===== src/rtl/uart_tx_arbiter.sv =====
// uart_tx_arbiter: round-robin arbiter that hands one byte at a time from
// four requesters to a single UART transmitter, with a launch timeout and
// an enforced idle gap between frames.
//
// state     | meaning
// ----------+------------------------------------------------------------
// IDLE      | no frame in flight; arbitrate among req on every edge
// LAUNCH    | tx_send held high until the UART reports busy or timer expires
// WAIT_DONE | UART is shifting the byte out; wait for tx_busy to drop
// GAP       | enforced idle spacing before the next arbitration
module uart_tx_arbiter #(
  parameter int N_REQ          = 4,
  parameter int GAP_CYCLES     = 16,
  parameter int LAUNCH_TIMEOUT = 1024
) (
  input  logic                 clk_T,
  input  logic                 reset,
  input  logic [N_REQ-1:0]     req,
  input  logic [8*N_REQ-1:0]   data,
  output logic [N_REQ-1:0]     req_ack,
  output logic                 tx_send,
  output logic [7:0]           tx_data,
  input  logic                 tx_busy,
  output logic [1:0]           active_id,
  output logic                 ctrl_busy,
  input  logic                 clear_err,
  output logic                 timeout_err,
  output logic [15:0]          frame_count
);

  // One down-counter serves both the launch timeout and the gap length,
  // since the two never run at the same time.
  localparam int TMAX = (LAUNCH_TIMEOUT > GAP_CYCLES) ? LAUNCH_TIMEOUT : GAP_CYCLES;
  localparam int TW   = (TMAX > 1) ? $clog2(TMAX) : 1;

  typedef enum logic [1:0] {
    IDLE      = 2'd0,
    LAUNCH    = 2'd1,
    WAIT_DONE = 2'd2,
    GAP       = 2'd3
  } state_t;

  state_t          state_q, state_d;
  logic [TW-1:0]   timer_q;
  logic [1:0]      last_grant;
  logic [1:0]      grant_id;
  logic [1:0]      cand;
  logic            grant_valid;
  logic            grant_take;
  logic            frame_done;
  logic            timeout_hit;

  // Round-robin pick: scan from last_grant+1 upward; the loop runs from the
  // farthest candidate down so the nearest requesting one wins.
  always_comb begin
    grant_valid = 1'b0;
    grant_id    = last_grant;
    cand        = last_grant;
    for (int k = N_REQ; k >= 1; k--) begin
      cand = last_grant + 2'(k);
      if (req[cand]) begin
        grant_valid = 1'b1;
        grant_id    = cand;
      end
    end
  end

  assign grant_take = (state_q == IDLE) && grant_valid;

  // State register.
  always_ff @(posedge clk_T or negedge reset) begin
    if (!reset) state_q <= IDLE;
    else        state_q <= state_d;
  end

  // Next-state decode and state-derived outputs.
  always_comb begin
    state_d     = state_q;
    tx_send     = 1'b0;
    ctrl_busy   = 1'b1;
    frame_done  = 1'b0;
    timeout_hit = 1'b0;
    case (state_q)
      IDLE: begin
        ctrl_busy = 1'b0;
        if (grant_valid) state_d = LAUNCH;
      end
      LAUNCH: begin
        tx_send = 1'b1;
        if (tx_busy) begin
          state_d    = WAIT_DONE;
          frame_done = 1'b1;
        end else if (timer_q == '0) begin
          state_d     = IDLE;
          timeout_hit = 1'b1;
        end
      end
      WAIT_DONE: begin
        if (!tx_busy) state_d = GAP;
      end
      GAP: begin
        if (timer_q == '0) state_d = IDLE;
      end
      default: state_d = IDLE;
    endcase
  end

  // Shared down-counter: loaded on entry to LAUNCH or GAP, counts to zero.
  always_ff @(posedge clk_T or negedge reset) begin
    if (!reset) begin
      timer_q <= '0;
    end else if (grant_take) begin
      timer_q <= TW'(LAUNCH_TIMEOUT - 1);
    end else if (state_q == WAIT_DONE && !tx_busy) begin
      timer_q <= TW'(GAP_CYCLES - 1);
    end else if ((state_q == LAUNCH || state_q == GAP) && timer_q != '0) begin
      timer_q <= timer_q - TW'(1);
    end
  end

  // Grant capture: byte, owner and ack pulse are latched on the arbitration edge.
  always_ff @(posedge clk_T or negedge reset) begin
    if (!reset) begin
      tx_data    <= 8'h00;
      active_id  <= 2'd0;
      req_ack    <= '0;
      last_grant <= 2'd3;
    end else begin
      req_ack <= '0;
      if (grant_take) begin
        tx_data    <= data[8*grant_id +: 8];
        active_id  <= grant_id;
        last_grant <= grant_id;
        req_ack    <= N_REQ'(1) << grant_id;
      end
    end
  end

  // Status: sticky timeout flag (a new timeout beats a clear) and frame counter.
  always_ff @(posedge clk_T or negedge reset) begin
    if (!reset) begin
      timeout_err <= 1'b0;
      frame_count <= 16'h0000;
    end else begin
      if (timeout_hit)    timeout_err <= 1'b1;
      else if (clear_err) timeout_err <= 1'b0;
      if (frame_done)     frame_count <= frame_count + 16'd1;
    end
  end

endmodule


===== config.mk =====
export PLATFORM = sky130hd
export DESIGN_NAME = uart_tx_arbiter
export DESIGN_NICKNAME = d
export VERILOG_FILES = /design/src/rtl/uart_tx_arbiter.sv
export SDC_FILE = /design/constraint.sdc
export NUM_CORES = 1
export LEC_CHECK = 0
export CORE_ASPECT_RATIO = 0.6
export CORE_MARGIN = 2
export CORE_UTILIZATION = 50
export DETAILED_ROUTE_END_ITERATION = 16
export PLACE_DENSITY = 0.86
export SYNTH_ARGS = -nofsm -noshare
export SYNTH_HDL_FRONTEND = slang
export SYNTH_SLANG_ARGS = --single-unit
export TNS_END_PERCENT = 20

===== constraint.sdc =====
create_clock -name clk_T -period 3.45 [get_ports clk_T]
set_input_delay 0.345 -clock clk_T [delete_from_list [all_inputs] [get_ports clk_T]]
set_output_delay 0.345 -clock clk_T [all_outputs]
set_load 0.005 [all_outputs]

-- Yosys cells after proc, flatten, opt, wreduce, memory -nomap -nowiden
Index checks and enable logic that the tools add are counted.
- flip-flop bits (word level): 45
- input bits: 40
- output and inout bits: 33
- add/subtract/negate cells: 5
- $lt $le $gt $ge: 4
- equal/unequal tests: 5
- shifts and indexed selects: 2
- mux-type cells: 33
- reductions and logical operators: 11
- operators with widths (operator ; number):
    $shiftx 32x6->8 ; 1
    $mux 10 ; 3
    $mux 1 ; 17
    $add 16x1->16 const B ; 1
    $mux 2 ; 7
    $lt 2x3->1 const B ; 4
    $logic_not 10->1 ; 1
    $reduce_bool 10->1 ; 1
    $sub 10x1->10 const B ; 1
    $bmux 1 s2 ; 4
    $pmux 2 s4 ; 1
    $add 2x2->2 const B ; 2
    $eq 2x2->1 const B ; 2
    $mux 4 ; 1
    $ne 2x2->1 const B ; 2
    $shl 1x2->4 const A ; 1
    $logic_and 1x1->1 ; 3
    $reduce_bool 3->1 ; 1
    $add 2x1->2 const B ; 1
    $eq 2x1->1 const B ; 1
    $logic_not 2->1 ; 1
    $reduce_and 2->1 ; 1
    $reduce_bool 2->1 ; 1
    $logic_not 1->1 ; 1
    $logic_or 1x1->1 ; 1

-- Depth between registers and ports, before layout
Gate-level depths: netlist of run 1.
- depth after elaboration: 8
- gate-level depth with buffers: 8
- mapped depth without buffers: 7

-- Worst setup path after synthesis of run 1
No wires, ideal clock.
- path type: reg-to-reg
- start point: register timer_q[0]
- end point: register timer_q[8]
- arrival: 1866 ps
- required time: 3356 ps
- path slack: 1490 ps
- stages on the path, launching flop included: 9
- path buffers: 1
- period minus slack after synthesis: 1960 ps
- cell sequence: dfrtp_1 inv_1 ha_1 or4b_1 o31ai_4 buf_6 o21bai_1 a21oi_1 a211oi_1
- cells in the longest elaborated chain, start to end: 4
- elaborated cells between the ends (all ways): 7
- RTL lines (item ; RTL line ; source):
    start: declaration ; 44 ; logic [TW-1:0] timer_q;
    start signal: assignment ; 113 ; timer_q <= TW'(LAUNCH_TIMEOUT - 1);
    start signal: assignment ; 115 ; timer_q <= TW'(GAP_CYCLES - 1);
    start signal: assignment ; 117 ; timer_q <= timer_q - TW'(1);
    $sub 10x1->10 ; 117 ;
    $mux 10 ; 116 ; end else if ((state_q == LAUNCH || state_q == GAP) && timer_q != '0) begin
    $mux 10 ; 114 ; end else if (state_q == WAIT_DONE && !tx_busy) begin
    $mux 10 ; 112 ; end else if (grant_take) begin
Parallel ways exist; a longest one is shown, timed or not. The select of a mux whose other input is x is not followed.
A chain may end at the register's enable or synchronous reset.

-- Worst setup path after layout of run 1
- start point: register timer_q[4]
- end point: register timer_q[3]
- cells in the longest elaborated chain, start to end: 3
- RTL lines (item ; RTL line):
    $reduce_bool 10->1 ; 116
    $logic_and 1x1->1 ; 116
    $reduce_bool 3->1 (no line) ; -
No other way between the ends.

==> results of run 1 <==
## cells by family after synthesis
logic type / share of synthesized area (%)
flip-flops: 49.5
XOR/XNOR: 6.53
multiplexers: 8.39
AO/OA/AOI/OAI: 11.6
buffers and inverters: 3.57
AND/OR/NAND/NOR: 18.8
adder cells (fa/ha/maj): 1.65
## layout make-up
cell class | count | area [µm²]
Tap cell | 60 | 75.1
Inverter | 10 | 37.5
Multi-Input combinational cell | 160 | 1070
Clock buffer | 7 | 86.3
Timing Repair Buffer | 73 | 723
Fill cell | 324 | 1080
Sequential cell | 45 | 1130
Clock inverter | 1 | 30.0
## per-stage QoR
| stage | cell area (µm²) | utilization, % | instances |
|---|---|---|---|
| 2_1_floorplan | 2280 | - | 224 |
| 3_3_place_gp | 3040 | 71.8 | 348 |
| 3_5_place_dp | 3040 | 71.8 | 348 |
| 4_1_cts | 3160 | 74.5 | 356 |
| 5_1_grt | 3160 | 74.5 | 356 |
| 6_report | 3160 | 74.5 | 356 |
## worst reg2reg max path, stage by stage (launching register included)
cell	delay (ps)
dfrtp_1	450
or4_1	710
o31ai_4	560
nor2_1	180
or3_1	390
## power by group through the flow
| stage | Sequential (µW) | Clock, µW | Combinational, µW |
|---|---|---|---|
| detailed placement | 806 | 0 | 598 |
| finish | 802 | 407 | 598 |
| floorplan | 765 | 0 | 381 |
| CTS | 796 | 413 | 601 |
| global placement | 799 | 0 | 580 |
| global route | 822 | 442 | 671 |
## cell usage in the layout, fill, tap and decap left out, types with 6 or more instances in the layout
cell | netlist | routed
clkdlybuf4s50_1 | 0 | 71
dfrtp_1 | 43 | 43
nand2_1 | 24 | 24
nor2_1 | 22 | 22
mux2i_1 | 18 | 18
xnor2_1 | 13 | 13
inv_1 | 10 | 10
o221ai_1 | 8 | 8
a21oi_1 | 7 | 7
nand3_1 | 7 | 7
nor3_1 | 6 | 6
clkbuf_8 | 0 | 6
## flip-flops by register name, summed over array words and instances (netlist names)
register	flops
timeout_err	1
last_grant	2
req_ack	4
state_q	2
frame_count	16
tx_data	8
timer_q	10
active_id	2
## final timing paths
kind | start | end | slack, ps | cells after the start
hold / removal | reset | active_id[0] | 210 | 1
hold reg to reg | frame_count[15] | frame_count[15] | 490 | 1
min in group clk_T | frame_count[15] | frame_count[15] | 490 | 1
max in group asynchronous | reset | frame_count[14] | 2640 | 1
setup reg to reg | timer_q[4] | timer_q[3] | 1040 | 4
setup / recovery | timer_q[4] | timer_q[3] | 1040 | 4
## layer usage
metal,vias up,GRT usage (%)
li1,932,-
met1,934,31.1
met2,93,32.8
met3,7,8.05
met4,0,7.58
met5,-,0
==> flow_summary.toml, run 1 <==
[setup_path]
cp_cell_sequence = "or4_1 -> o31ai_4 -> nor2_1 -> or3_1"
slowest_stage = "or4_1"
arrival_ps = 2580
crit_fanout = 13
max_stage_delay_ps = 710
critPathLaunchType = "flip-flop"
worst-path-buf-inv = 0
required_ps = 3630
worstSetupEndpointType = "flip-flop"
path_class = "flip-flop to flip-flop"
cp_top_family = "simple AND/OR/NAND/NOR gates"

[power]
p_leak_uw = 0.00138
switching_share_pct = 32.0
p_comb_share_pct = 33.1
switchingPower_uw = 579
internal_power_uw = 1230
p_clk_share_pct = 22.5
ir_worst_vdd_mv = 0.318
p_total_uw = 1810
seqPwrFrac_pct = 44.4
power.density_nw_per_um2 = 573

[sta]
tns_ps = 0
finalCritPeriodShare_pct = 69.7
finalCriticalPeriod_ps = 2410
skew_ps = 4.46
worst_slew_pin_slew_ps = 979
hold_viol = 0
clock.fmax_mhz = 416
holdWs_ps = 210
slew_headroom_pct = 34.7
layout_setup_ws_ps = 1040
slew_viol_final = 0
rsz0062_at_grt = "no"
setup_violations = 0

[floorplanning]
coreArea_um2 = 4230
initial_utilization_pct = 53.9
io_pins = 73
dieArea_um2 = 5140
die_w_um = 91.2
num_rows = 18
die_h_um = 56.3

[routing]
wl_met2_um = 2370
routed-via-count = 1966
dr_wl_met3_um = 506
routedWlPerCell_um = 15.0
met1Wirelength_um = 2410
drt_pass1_iterations = 5
post-route-drc-count = 0
routed_wl_um = 5350
drtAntennaViolNets = 0
viasPerCell = 5.52
routed.top_layer = "met4"
drtIter0Drc = 105

[global_routing]
gr-total-overflow = 0
grt_start_max_net_pins = 46
grt_pass1_wl_um = 9080
antenna_found_initial = 0
grtUsageTotal_pct = 22.5
grt_pass1_vias = 1917

[synth]
synth_ff_type = "dfrtp_1"
ys_types = 42
syn_inst = 224
syn_nets = 267
avgSynthCellArea_um2 = 10.2
synth_area_um2 = 2280
yosys-top-cells-count = "dfrtp_1 (43), nand2_1 (24), nor2_1 (22)"
async_flop_share_pct = 100
synth_seq_cells = 45
synth_top_area_share_pct = 47.2
yosysMostFrequentCell = "dfrtp_1"
yosys-top-cells-area = "dfrtp_1 (47%), mux2i_1 (7.9%), xnor2_1 (5.0%)"
synth_top_area_cell = "dfrtp_1"
synth_warnings = 0
synth-seq-area-share_pct = 49.5
synth_edf_count = 0

[clock_network]
post-cts-setup-buffers = 0
clock_sinks = 45
clockBufferDepth = 2
cts_buffers = 5
cts_resized = 0
cts-root-buf = "clkbuf_8"
cts_tree = "built"
insertion_delay_ps = 290
htree_levels = 2
ctsHoldBuffers = 0
path_clk_slew_ps = 80

[layout]
area_growth_pct = 38.3
nets = 338
drive_gt1_share_pct = 6.42
diodes = 0

[placed_design]
place_congestion = 0.769
port-buffer-count = 72
dp_slack_ps = 1070
dp_hpwl_um = 4060

[job]
maxCapViolCount = 0

[worst_hold_path]
hold_class = "primary input to asynchronous set/reset pin"

[outcome]
outcome = "finished clean"
Note: power is estimated with default switching activity, not from simulation.
==> run 2, diff against run 1 <==
--- a/config.mk
+++ b/config.mk
@@ -7,9 +7,9 @@
 export LEC_CHECK = 0
 export CORE_ASPECT_RATIO = 0.6
 export CORE_MARGIN = 2
-export CORE_UTILIZATION = 50
+export CORE_UTILIZATION = 42
 export DETAILED_ROUTE_END_ITERATION = 16
-export PLACE_DENSITY = 0.86
+export PLACE_DENSITY = 0.77
 export SYNTH_ARGS = -nofsm -noshare
 export SYNTH_HDL_FRONTEND = slang
 export SYNTH_SLANG_ARGS = --single-unit
==> constraint.sdc (replaced) <==
create_clock -name clk_T -period 1.9 [get_ports clk_T]
set_input_delay 0.19 -clock clk_T [delete_from_list [all_inputs] [get_ports clk_T]]
set_output_delay 0.19 -clock clk_T [all_outputs]
set_load 0.005 [all_outputs]
==> run 2 against run 1 <==
The run now ends with negative setup slack left. Count of clock-buffer cells in the layout down 1. Critical path depth up 4. Worst hold slack better by 270 ps. Global-route usage down 1.4 points. Register-to-register slack worse by 1200 ps. Wire length up 8.2%. Via count up 5.2%. Power up 100%. Die area up 18%. Clock skew up 4.8 ps. Highest routed layer unchanged.
==> flow_summary.toml, run 2 (same netlist as run 1, synthesis figures left out) <==
[routing]
drtIter0Drc = 61
viasPerCell = 5.24
routed_wl_um = 5790
drtAntennaViolNets = 0
post-route-drc-count = 0
routed-via-count = 2069
drt_pass1_iterations = 4
routedWlPerCell_um = 14.7

[setup_path]
arrival_ps = 2220
worstSetupEndpointType = "flip-flop"
required_ps = 2100
crit_fanout = 4
path_class = "flip-flop to flip-flop"
critPathLaunchType = "flip-flop"

[layout]
top_regs = "frame_count (16), timer_q (10), tx_data (8)"
fillers = 403
final_cell_mix = "clkdlybuf4s50_1 (71), dfrtp_1 (42), buf_4 (30), nand2_1 (23), nor2_1 (20)"
mostFrequentLayoutCell = "clkdlybuf4s50_1"
diodes = 0
area_growth_pct = 52.6
largest_register_ffs = 16
drive_gt1_share_pct = 18.8
regMostFlops = "frame_count"
nets = 371

[placed_design]
dp_hpwl_um = 4330
port-buffer-count = 72
place_congestion = 0.869

[sta]
skew_ps = 9.28
layout_setup_ws_ps = -119
slew_viol_final = 0
hold_viol = 0
setup_violations = 9
tns_ps = -633
finalCritPeriodShare_pct = 106
worst_slew_pin_slew_ps = 565
slew_headroom_pct = 62.3
clock.fmax_mhz = 495
rsz0062_at_grt = "yes"
finalCriticalPeriod_ps = 2020

[floorplanning]
coreArea_um2 = 5150
num_rows = 20
initial_utilization_pct = 44.2
io_pins = 73
dieArea_um2 = 6060
die_h_um = 61.1
die_w_um = 99.1

[power]
p_total_uw = 3620
p_leak_uw = 0.00156
ir_worst_vdd_mv = 0.446
power.density_nw_per_um2 = 1040

[global_routing]
grt_pass1_wl_um = 9780
gr-total-overflow = 0
antenna_found_initial = 0
grtUsageTotal_pct = 21.0
grt_start_max_net_pins = 46
grt_pass1_vias = 2064

[clock_network]
cts_buffers = 5
path_clk_slew_ps = 90
clockBufferDepth = 2
clock_sinks = 45
htree_levels = 2
insertion_delay_ps = 300
cts_tree = "built"
cts-root-buf = "clkbuf_8"

[outcome]
violations = "negative setup slack"
outcome = "complete, but fails checks"

[job]
maxCapViolCount = 0

[worst_hold_path]
hold_class = "flip-flop to flip-flop"
## run 2: cell count changes in the layout (fill, tap and decap cells not counted), sizes merged
cell,change
buf,+32
clkbuf,-1
clkinv,+1
dlygate4sd3,+1
## run 2: path summary, 6_finish.rpt
check | start | endpoint | slack (ps) | depth (start not counted)
worst max register to register | timer_q[0] | timer_q[9] | -120 | 8
worst min-delay path | frame_count[15] | frame_count[15] | 480 | 1
worst max-delay path | timer_q[0] | timer_q[9] | -120 | 8
min in group asynchronous | reset | active_id[0] | 520 | 3
max in group asynchronous | reset | state_q[0] | 970 | 3
worst min register to register | frame_count[15] | frame_count[15] | 480 | 1
## run 2: power breakdown
group	internal, µW	total, µW	switching [µW]
clock	390	709	319
combinational	846	1490	640
sequential	1200	1420	223
## run 2: metrics by stage
stage	std cells	util (%)	hold WS [ps]	instance area [µm²]	worst slack [ps]
after floorplan	224	-	-106	2290	-39.9
after global placement	385	64.2	308	3310	-144
after detailed placement	385	64.2	312	3310	-248
after CTS	395	67.4	484	3470	-91.0
after global routing	395	67.5	499	3480	-220
final	395	67.5	483	3480	-119
## run 2: cell type report
cell class | count | area (µm²) | share of cell area [%]
clock inverter | 2 | 35.0 | 1.01
multi-input combinational | 160 | 1120 | 32.2
sequential | 45 | 1130 | 32.5
inverter | 10 | 37.5 | 1.08
clock buffer | 6 | 72.6 | 2.09
timing repair buffer | 106 | 1000 | 28.8
tap | 66 | 82.6 | 2.37
## run 2: timing repair
action,4_1_cts,5_1_grt
buffers inserted,1,0
gates resized for setup,11,2
hold endpoints to repair,43,0
hold buffers,1,0
endpoints found under the setup margin,10,13
pin swaps,3,1
## run 2: critical path, stage by stage (launching register included)
cell and delay (ps):
dfrtp_1 400, inv_2 60, ha_1 160, or4b_4 480, o31ai_4 280, buf_4 170
or2_2 100, a21oi_1 60, a311oi_1 200
## run 2: routing by layer
metal | share of wire (%) | up-vias | global-route usage, %
li1 | - | 1003 | -
met1 | 47 | 992 | 28.2
met2 | 44 | 68 | 33.9
met3 | 7.7 | 6 | 6.24
met4 | 1.2 | 0 | 6.46
met5 | 0 | - | 0
